**src/rtl/branch_resolve_unit.sv**
```systemverilog
// Branch resolution for the gshare predictor: evaluates EX branches, registers the
// outcome into a MEM slot, drives the predictor update and redirects/flushes on mispredict.
module branch_resolve_unit #(
  parameter int FLUSH_CYCLES = 2,
  parameter int CNT_WIDTH    = 32
) (
  input  logic                 clk,
  input  logic                 rst,
  input  logic                 ex_valid,
  input  logic                 ex_branch,
  input  logic [2:0]           ex_funct3,
  input  logic [31:0]          ex_rs1,
  input  logic [31:0]          ex_rs2,
  input  logic [31:0]          ex_pc,
  input  logic [31:0]          ex_imm,
  input  logic                 ex_pred_taken,
  input  logic [2:0]           ex_pht_index,
  input  logic                 stall,
  output logic                 branch_resolved,
  output logic                 actual_taken,
  output logic [2:0]           pht_indexMEM,
  output logic                 mispredict,
  output logic [31:0]          PC_redirect,
  output logic                 flush,
  output logic [CNT_WIDTH-1:0] branch_count,
  output logic [CNT_WIDTH-1:0] mispredict_count
);

  localparam logic [3:0] FLUSH_LOAD = 4'(FLUSH_CYCLES);

  typedef enum logic {IDLE, FLUSH} state_t;

  state_t      state, state_nxt;
  logic [3:0]  flush_cnt;

  logic        vld_p0, taken_p0;
  logic [31:0] target_p0, fall_p0, redirect_p0;

  logic        vld_p1, fresh_p1, taken_p1, pred_p1;
  logic [2:0]  idx_p1;
  logic [31:0] redirect_p1;

  function automatic logic br_legal(input logic [2:0] f3);
    br_legal = (f3 != 3'b010) && (f3 != 3'b011);
  endfunction

  function automatic logic br_cond(input logic [2:0] f3, input logic [31:0] a,
                                   input logic [31:0] b);
    logic signed [31:0] sa;
    logic signed [31:0] sb;
    sa = signed'(a);
    sb = signed'(b);
    case (f3)
      3'b000:  br_cond = (a == b);
      3'b001:  br_cond = (a != b);
      3'b100:  br_cond = (sa < sb);
      3'b101:  br_cond = (sa >= sb);
      3'b110:  br_cond = (a < b);
      3'b111:  br_cond = (a >= b);
      default: br_cond = 1'b0;
    endcase
  endfunction

  function automatic logic [CNT_WIDTH-1:0] sat_inc(input logic [CNT_WIDTH-1:0] c);
    sat_inc = (&c) ? c : c + 1'b1;
  endfunction

  // ---- Stage p0: EX evaluation and acceptance ----
  // Branches in EX are squashed while flushing and in the mispredict cycle itself.
  assign taken_p0    = br_cond(ex_funct3, ex_rs1, ex_rs2);
  assign target_p0   = ex_pc + ex_imm;
  assign fall_p0     = ex_pc + 32'd4;
  assign redirect_p0 = taken_p0 ? target_p0 : fall_p0;
  assign vld_p0      = ex_valid && ex_branch && br_legal(ex_funct3) && !stall &&
                       (state == IDLE) && !mispredict;

  // ---- Stage p1: MEM slot ----
  // fresh_p1 drops after one cycle even when stall holds the entry.
  always_ff @(posedge clk) begin
    if (rst) begin
      vld_p1   <= 1'b0;
      fresh_p1 <= 1'b0;
    end else if (!stall) begin
      vld_p1   <= vld_p0;
      fresh_p1 <= vld_p0;
    end else begin
      fresh_p1 <= 1'b0;
    end
  end

  always_ff @(posedge clk) begin
    if (!stall && vld_p0) begin
      taken_p1    <= taken_p0;
      pred_p1     <= ex_pred_taken;
      idx_p1      <= ex_pht_index;
      redirect_p1 <= redirect_p0;
    end
  end

  assign branch_resolved = fresh_p1;
  assign actual_taken    = vld_p1 & taken_p1;
  assign pht_indexMEM    = vld_p1 ? idx_p1 : 3'd0;
  assign mispredict      = fresh_p1 && (pred_p1 != taken_p1);
  assign PC_redirect     = mispredict ? redirect_p1 : 32'd0;

  // ---- Flush sequencer ----
  always_ff @(posedge clk) begin
    if (rst) state <= IDLE;
    else     state <= state_nxt;
  end

  always_comb begin
    state_nxt = state;
    case (state)
      IDLE:    if (mispredict) state_nxt = FLUSH;
      FLUSH:   if (flush_cnt == 4'd1) state_nxt = IDLE;
      default: state_nxt = IDLE;
    endcase
  end

  always_comb begin
    flush = (state == FLUSH);
  end

  always_ff @(posedge clk) begin
    if (rst)                             flush_cnt <= 4'd0;
    else if (state == IDLE && mispredict) flush_cnt <= FLUSH_LOAD;
    else if (state == FLUSH)             flush_cnt <= flush_cnt - 4'd1;
  end

  // ---- Performance counters ----
  always_ff @(posedge clk) begin
    if (rst) begin
      branch_count     <= '0;
      mispredict_count <= '0;
    end else begin
      if (fresh_p1)   branch_count     <= sat_inc(branch_count);
      if (mispredict) mispredict_count <= sat_inc(mispredict_count);
    end
  end

endmodule

```
**config.mk**
```make
export PLATFORM = sky130hd
export DESIGN_NAME = branch_resolve_unit
export DESIGN_NICKNAME = d
export VERILOG_FILES = /design/src/rtl/branch_resolve_unit.sv
export SDC_FILE = /design/constraint.sdc
export NUM_CORES = 1
export LEC_CHECK = 0
export CORE_ASPECT_RATIO = 0.8
export CORE_UTILIZATION = 46
export CTS_CLUSTER_DIAMETER = 80
export DETAILED_ROUTE_END_ITERATION = 8
export DONT_BUFFER_PORTS = 1
export SLEW_MARGIN = 20
export SYNTH_ARGS = -nofsm -noshare
export SYNTH_HDL_FRONTEND = slang
export SYNTH_SLANG_ARGS = --single-unit
```
**constraint.sdc**
```tcl
create_clock -name clk -period 4.4 [get_ports clk]
set_input_delay 1.32 -clock clk [delete_from_list [all_inputs] [get_ports clk]]
set_output_delay 1.32 -clock clk [all_outputs]
set_load 0.05 [all_outputs]
```
After elaboration in Yosys (flattened, before gate mapping). Index checks and enable logic that the tools add are counted.

Bits in writable memories: 0. Word-level logic and storage cells: 63. Register bits after elaboration: 108. Memories kept: 0. Memory bits (read-only): 0. Bits in latches: 0. Input bits: 140. Output and inout port bits: 103.

Eq/ne operators: 11. Muxes and demuxes: 9. $add $sub $neg: 5. Shifts and indexed selects: 0. Divide/modulo/power cells: 0. Multipliers: 0. Reduce and logical (&&, ||, !) cells: 19. Bitwise logic cells: 4. Order comparisons: 4.

Operators by type and width (count): $add A32 B1 Y32 const B (2); $ge A32 B32 Y1 (2); $lt A32 B32 Y1 (2); $mux W32 (2); $reduce_and A32 Y1 (2); $add A32 B3 Y32 const B (1); $add A32 B32 Y32 (1); $eq A32 B32 Y1 (1); $ne A32 B32 Y1 (1); $eq A3 B3 Y1 const B (4); $logic_and A1 B1 Y1 (9); $ne A3 B2 Y1 const B (2); $pmux W1 S6 (1); $eq A4 B1 Y1 const B (1); $mux W2 (2); $reduce_and A2 Y1 (2); $reduce_or A2 Y1 (2); $sub A4 B1 Y4 const B (1); $eq A3 B1 Y1 const B (1); $logic_not A3 Y1 (1); $mux W3 (1); $not A1 Y1 (3); $logic_not A1 Y1 (2); $mux W1 (2); other kinds (4) (4).

Logic depth before layout (Yosys ltp). Gate-level depths: netlist (run 1).

Word-level depth: 7. Mapped depth: 15.

Least setup slack after synthesis (run 1). No wires, ideal clock.

Path kind: input-to-reg. From: input ex_pc[0]. To: register redirect_p1[30] (data pin). Data arrival time: 3683 ps. Slack: 459 ps. Buffers on the path: 0. Stages on the path: 13. Cell sequence: ha_1 inv_1 fa_1 nor2b_4 o31a_1 o31a_1 a21o_1 a2111o_1 a31oi_2 a21boi_2 o41ai_4 xor2_1 a21oi_1.

Cells in the longest elaborated chain, start to end: 2. Elaborated cells between the ends (all ways): 3. Classes of those cells: add/sub (2); mux (1).

Ends and longest elaborated chain: start: declaration (RTL line 14) `input logic [31:0] ex_pc,`; $add A32 B3 Y32 or $add A32 B32 Y32 (tied branches) (RTL line 72, 71); $mux W32 (*) (RTL line 73) `assign redirect_p0 = taken_p0 ? target_p0 : fall_p0;`; via redirect_p0[30] (RTL line 37) `logic [31:0] target_p0, fall_p0, redirect_p0;`; end signal: assignment (RTL line 96) `redirect_p1 <= redirect_p0;`; end: declaration (RTL line 41) `logic [31:0] redirect_p1;`.

The timed path passes the listed nets; every way through them passes the cells marked *. A chain may end at the register's enable or synchronous reset.

Final worst setup path (run 1).
From: input ex_rs2[15]. To: register redirect_p1[0] (data pin).

Cells in the longest elaborated chain, start to end: 3. Elaborated cells between the ends (all ways): 8. Classes of those cells: order compare (4); eq/ne (2); mux (2).

Ends and longest elaborated chain: start: declaration (RTL line 13) `input logic [31:0] ex_rs2,`; $ge A32 B32 Y1, or another cell as far along (RTL line 59) `3'b111: br_cond = (a >= b);`; $pmux W1 S6 (*) (RTL line 53) `case (f3)`; $mux W32 (*) (RTL line 73); via redirect_p0[0] (RTL line 37).

Marks and branches as above.

==> results.py, run 1 <==
metrics = {
    "cells_and_area": {
        "n_fill_cell": 1631,
        "finalNetCount": 1132,
        "final_common_cell": "nor2_1",
        "final_cell_mix": "nor2_1, nand2_1, dfxtp_1",
        "diodes": 0,
        "fin_cells": 1147,
        "seq_area_um2": 2530,
        "area_growth_pct": 7.02,
        "drive_above_1_share": 0.0572,
        "multi_input_area_um2": 4920,
    },
    "sta": {
        "tns_ps": 0,
        "fin_ws_ps": 557,
        "slew_viol_final": 0,
        "finClkSkew_ps": 10.6,
        "rsz0062_at_grt": "no",
        "finalCriticalPeriod_ps": 3840,
        "holdWs_ps": 486,
        "fmax_mhz": 260,
        "setup_viol_count_final": 0,
        "fin_crit_sh": 0.873,
        "worst_pin_slew_ps": 827,
        "slew_headroom": 0.448,
        "hold_viol": 0,
    },
    "global_route": {
        "grt_max_degree": 72,
        "grt_use_total": 0.215,
        "overflow": 0,
        "antenna_found_initial": 0,
        "grt_pass1_wl_um": 30200,
        "grt_pass1_vias": 5942,
    },
    "route": {
        "top_layer": "met4",
        "drt_wl_total_um": 18600,
        "wl_per_cell_um": 16.2,
        "wl_met3_um": 1370,
        "first_pass_iters": 5,
        "viasPerCell": 5.50,
        "drtIter0Drc": 406,
        "drc": 0,
        "met1Wirelength_um": 9010,
        "ant_nets": 0,
        "vias": 6314,
        "route.met2.wl_um": 7860,
    },
    "critical_path": {
        "critPathTopFamily": "simple AND/OR/NAND/NOR gates",
        "crit_chain": "inv_1, ha_1, nand4_1, nor4_1, o21ai_0, a31oi_2, nor2_1, mux2i_1, nor4_1, or2_2, buf_4, mux2_4",
        "slowest_delay_ps": 420,
        "crit_buf_inv": 2,
        "crit_arrival_ps": 3950,
        "cpMostUsedCell": "nor4_1",
        "cp.required_ps": 4510,
        "crit_path_start_kind": "input port",
        "slowest_stage": "nor4_1",
        "critPathKind": "input port to flip-flop",
        "cp_max_fo": 6,
        "crit_path_end_kind": "flip-flop",
    },
    "synth": {
        "ys_warn_count": 0,
        "syn_area_per_cell_um2": 8.41,
        "ys_types": 69,
        "synth_seq_area_share": 0.326,
        "synth_nets": 1133,
        "syn-instance-count": 924,
        "synth_seq_cells": 108,
        "synth_edf_count": 37,
        "yosys_most_used_dff": "dfxtp_1",
        "synthesis.area_um2": 7770,
        "async_flop_share": 0,
    },
    "cts": {
        "cts_max_path_buffers": 2,
        "hold_buffers": 0,
        "postCtsResizedCells": 0,
        "cts_buffers": 9,
        "clock-sinks": 108,
        "htree_levels": 3,
        "cts_tree": "yes",
        "root_buffer": "clkbuf_16",
        "path_clk_slew_ps": 70,
        "clkLatencyLatePin_ps": 350,
        "postCtsSetupBuffers": 0,
    },
    "pwr": {
        "swShare": 0.274,
        "comb_power_share": 0.192,
        "power_leakage_nw": 3.28,
        "p_per_area_nw_per_um2": 276,
        "p_sw_uw": 628,
        "clkPwrFrac": 0.343,
        "p_total_mw": 2.30,
        "power.internal_mw": 1.67,
        "pwr-share-seq": 0.465,
        "ir_worst_vdd_mv": 0.154,
    },
    "place": {
        "dpl.hpwl_um": 14600,
        "dp.cells": 1132,
        "place.gp.congestion": 0.847,
        "port-buffer-count": 0,
        "place_ws_ps": 213,
    },
    "run": {
        "maxCapViolCount": 0,
    },
    "floorplanning": {
        "num_rows": 42,
        "core_um2": 16600,
        "boundaryPins": 243,
        "initial_core_util": 0.469,
        "die_area_um2": 17400,
        "die_x_um": 147,
        "chipHeight_um": 118,
    },
    "run_status": {
        "outcome": "finished, final reports clean",
    },
    "min_path": {
        "worstHoldPathType": "flip-flop to flip-flop",
    },
}
## logic make-up after synthesis
family                   after synthesis  synth area share
multiplexers                           8            0.0116
buffers and inverters                 80            0.0422
AND/OR/NAND/NOR                      381             0.249
AO/OA/AOI/OAI                        176             0.144
adder cells (fa/ha/maj)               69             0.112
flip-flops                           108             0.326
XOR/XNOR                             102             0.115
## state kept, by name, indices dropped and copies added, names as in the netlist
signal and flops:
branch_count 32, mispredict_count 32, redirect_p1 32, flush_cnt 4, idx_p1 3, branch_resolved 1
flush 1, pred_p1 1, taken_p1 1, vld_p1 1
## metal layers
| layer | GRT usage | up-vias |
|---|---|---|
| li1 | - | 3287 |
| met1 | 0.299 | 2804 |
| met2 | 0.322 | 201 |
| met3 | 0.0564 | 22 |
| met4 | 0.0689 | 0 |
| met5 | 0 | - |
## through the flow
step,utilization,area [um2]
global route,0.502,8320
floorplan,-,7770
CTS,0.502,8320
global placement,0.485,8030
detailed placement,0.485,8030
finish,0.502,8320
## synthesized netlist by cell type, drive strengths merged, types with 3 or more instances
cell / n / area, um2
ha: 68 / 851
o21a: 4 / 30.0
nor2: 98 / 368
a31oi: 6 / 50.0
and3: 46 / 288
edfxtp: 37 / 1110
mux2i: 6 / 60.1
nand2b: 12 / 75.1
o41ai: 3 / 63.8
nor4: 7 / 50.1
nand3: 38 / 190
o31ai: 3 / 22.5
nand3b: 3 / 22.5
buf: 8 / 57.6
a211oi: 8 / 60.1
o21ai: 53 / 265
or2: 4 / 25.0
and2: 8 / 50.1
nor3: 19 / 105
nand2: 84 / 318
a21o: 8 / 60.1
xor2: 60 / 526
a21oi: 65 / 329
a2111oi: 3 / 38.8
or3: 21 / 136
inv: 55 / 206
nand4: 24 / 156
clkbuf: 17 / 63.8
xnor2: 42 / 368
dfxtp: 71 / 1420
o21bai: 4 / 30.0
and4: 10 / 90.1
o31a: 3 / 26.3
## worst register-to-register path, delay by kind of cell (launching register included)
| kind | cells | cell delay [ps] |
|---|---|---|
| AO/OA/AOI/OAI | 1 | 630 |
| XOR/XNOR | 1 | 130 |
| adder cells (fa/ha/maj) | 1 | 270 |
| flip-flops | 1 | 690 |
| AND/OR/NAND/NOR | 8 | 1290 |
## worst paths after layout
path                                      start          endpoint  slack [ps]  depth (start not counted)
worst max-delay path                 ex_rs2[15]    redirect_p1[0]         560                         12
worst min-delay path               flush_cnt[3]      flush_cnt[3]         490                          1
worst max register to register  branch_count[1]  branch_count[30]        1280                         11
worst min register to register     flush_cnt[3]      flush_cnt[3]         490                          1
## power by group through the flow
stage          Combinational, mW  Clock [mW]  Sequential, mW
2_1_floorplan              0.367           0            1.09
6_report                   0.440       0.789            1.07
3_3_place_gp               0.436           0            1.09
4_1_cts                    0.437       0.815            1.07
3_5_place_dp               0.434           0            1.09
5_1_grt                    0.496       0.860            1.07
## final cells by class
cell class,count,share of cell area
flip-flops and latches,108,0.305
clock inverters,4,0.00376
multi-input cells,736,0.591
clock buffers,11,0.0305
inverters,55,0.0248
repair buffers,13,0.0117
well taps,220,0.0331
(Power assumes the default switching activity.)
==> inputs of run 2 (changes only) <==
Settings changed: ABC_AREA set to 1.
==> results.py, run 2 <==
metrics = {
    "global_route": {
        "grt_pass1_wl_um": 41000,
        "overflow": 0,
        "grt_max_degree": 50,
        "antenna_found_initial": 0,
        "grt_pass1_vias": 8074,
        "grt_use_total": 0.242,
    },
    "synth": {
        "synth.most_common_cell": "nand2_1",
        "synth_seq_cells": 108,
        "syn-instance-count": 1447,
        "synth_edf_count": 37,
        "synth_area_leader_cell": "nand2_1",
        "yosys_most_used_dff": "dfxtp_1",
        "synth_seq_area_share": 0.266,
        "ys_types": 50,
        "synth_common_cells": "nand2_1, inv_1, nor2_1",
        "ys_warn_count": 0,
        "synthesis.area_um2": 9510,
        "synth.area.top_cells": "nand2_1, dfxtp_1, edfxtp_1",
        "async_flop_share": 0,
        "synth_top_area_share": 0.160,
        "synth_nets": 1656,
        "syn_area_per_cell_um2": 6.57,
    },
    "critical_path": {
        "slowest_stage": "dfxtp_1",
        "cp.required_ps": 3080,
        "crit_path_start_kind": "flip-flop",
        "cp_max_fo": 33,
        "crit_arrival_ps": 2460,
        "crit_path_end_kind": "primary output",
        "crit_chain": "nand2_1, nor2_1, buf_4, inv_1, nor2_1, buf_4",
        "critPathKind": "flip-flop to primary output",
        "slowest_delay_ps": 700,
    },
    "cells_and_area": {
        "finalNetCount": 1674,
        "final_common_cell": "nand2_1",
        "final_cell_area_um2": 10200,
        "fin_cells": 1733,
        "drive_above_1_share": 0.0654,
        "diodes": 0,
        "reg.largest.list": "branch_count: 32 flops, mispredict_count: 32 flops, redirect_p1: 32 flops",
        "n_fill_cell": 2110,
        "final_cell_mix": "nand2_1, inv_1, nor2_1",
        "area_growth_pct": 7.05,
    },
    "place": {
        "port-buffer-count": 0,
        "place.gp.congestion": 0.922,
        "place_area_um2": 9920,
        "dpl.hpwl_um": 21300,
        "dp.cells": 1718,
    },
    "cts": {
        "cts_tree": "yes",
        "postCtsSetupBuffers": 0,
        "postCtsResizedCells": 0,
        "cts_buffers": 9,
        "path_clk_slew_ps": 70,
        "hold_buffers": 0,
        "root_buffer": "clkbuf_16",
        "cts_max_path_buffers": 2,
        "clock-sinks": 108,
        "htree_levels": 3,
        "clkLatencyLatePin_ps": 350,
    },
    "route": {
        "wl_per_cell_um": 15.1,
        "ant_nets": 0,
        "drt_wl_total_um": 26200,
        "viasPerCell": 5.26,
        "vias": 9122,
        "drc": 0,
        "first_pass_iters": 5,
        "drtIter0Drc": 634,
    },
    "sta": {
        "rsz0062_at_grt": "no",
        "tns_ps": 0,
        "slew_headroom": 0.370,
        "worst_pin_slew_ps": 943,
        "finClkSkew_ps": 8.04,
        "hold_viol": 0,
        "fmax_mhz": 265,
        "fin_crit_sh": 0.858,
        "slew_viol_final": 0,
        "finalCriticalPeriod_ps": 3780,
        "setup_viol_count_final": 0,
    },
    "floorplanning": {
        "initial_core_util": 0.475,
        "boundaryPins": 243,
        "die_x_um": 163,
        "num_rows": 46,
        "die_area_um2": 21300,
        "core_um2": 20000,
        "chipHeight_um": 131,
    },
    "run": {
        "maxCapViolCount": 0,
    },
    "min_path": {
        "worstHoldPathType": "flip-flop to flip-flop",
    },
    "pwr": {
        "ir_worst_vdd_mv": 0.182,
        "p_per_area_nw_per_um2": 233,
        "power_leakage_nw": 4.48,
    },
    "run_status": {
        "outcome": "finished, final reports clean",
    },
}
[run 2: cell types whose count changed in the layout (fill, tap and decap cells not counted), sizes merged, moves of 34 or more]
cell   change
nor3      +34
nand2    +332
and3      -43
nor2      +72
inv      +150
a21oi     +38
nand3     +40
[run 2: layout make-up]
cell class              instances  area (um2)  area share
flip-flops and latches        108        2530       0.249
clock buffers                  11         233      0.0229
inverters                     205         772      0.0758
multi-input cells            1106        6020       0.592
repair buffers                 35         263      0.0258
clock inverters                 4        25.0     0.00246
well taps                     264         330      0.0324
[run 2: worst paths after layout]
check	from	endpoint	slack, ps	cells past startpoint
hold reg to reg	flush_cnt[2]	flush_cnt[2]	510	2
setup / recovery	branch_resolved	PC_redirect[11]	620	6
setup reg to reg	branch_count[0]	branch_count[8]	1320	12
hold / removal	flush_cnt[2]	flush_cnt[2]	510	2
[run 2: cell families after synthesis]
logic type	share of synthesized area
flops	0.266
xor+xnor	0.0829
compound gates	0.0987
buf+inv	0.100
fa+ha+maj	0.0916
simple gates	0.360
[run 2: per-stage QoR]
step | total power, mW | hold slack (ps) | utilization | setup slack, ps
floorplan | 1.53 | 465 | - | 348
global placement | 1.63 | 483 | 0.495 | 869
detailed placement | 1.63 | 493 | 0.495 | 848
CTS | 2.39 | 505 | 0.508 | 545
global route | 2.50 | 531 | 0.508 | 425
finish | 2.37 | 507 | 0.508 | 625
[run 2: per-layer routing]
metal | global-route usage | routed length, um | vias up
li1 | - | - | 4725
met3 | 0.0480 | 2120 | 25
met5 | 0 | 0 | -
met2 | 0.387 | 11500 | 287
met1 | 0.333 | 12300 | 4085
met4 | 0.0605 | 303 | 0
[run 2: report_power, final]
part           leakage (nW)  internal (mW)  switching (mW)
Sequential            0.911           1.06          0.0108
Clock                 0.130          0.383           0.372
Combinational          3.44          0.189           0.355
[run 2: critical path: cells and delay by family (launching register included)]
kind / cells / cell delay (ps)
buffers and inverters: 3 / 950
DFF: 1 / 700
and+or+nand+nor: 3 / 450
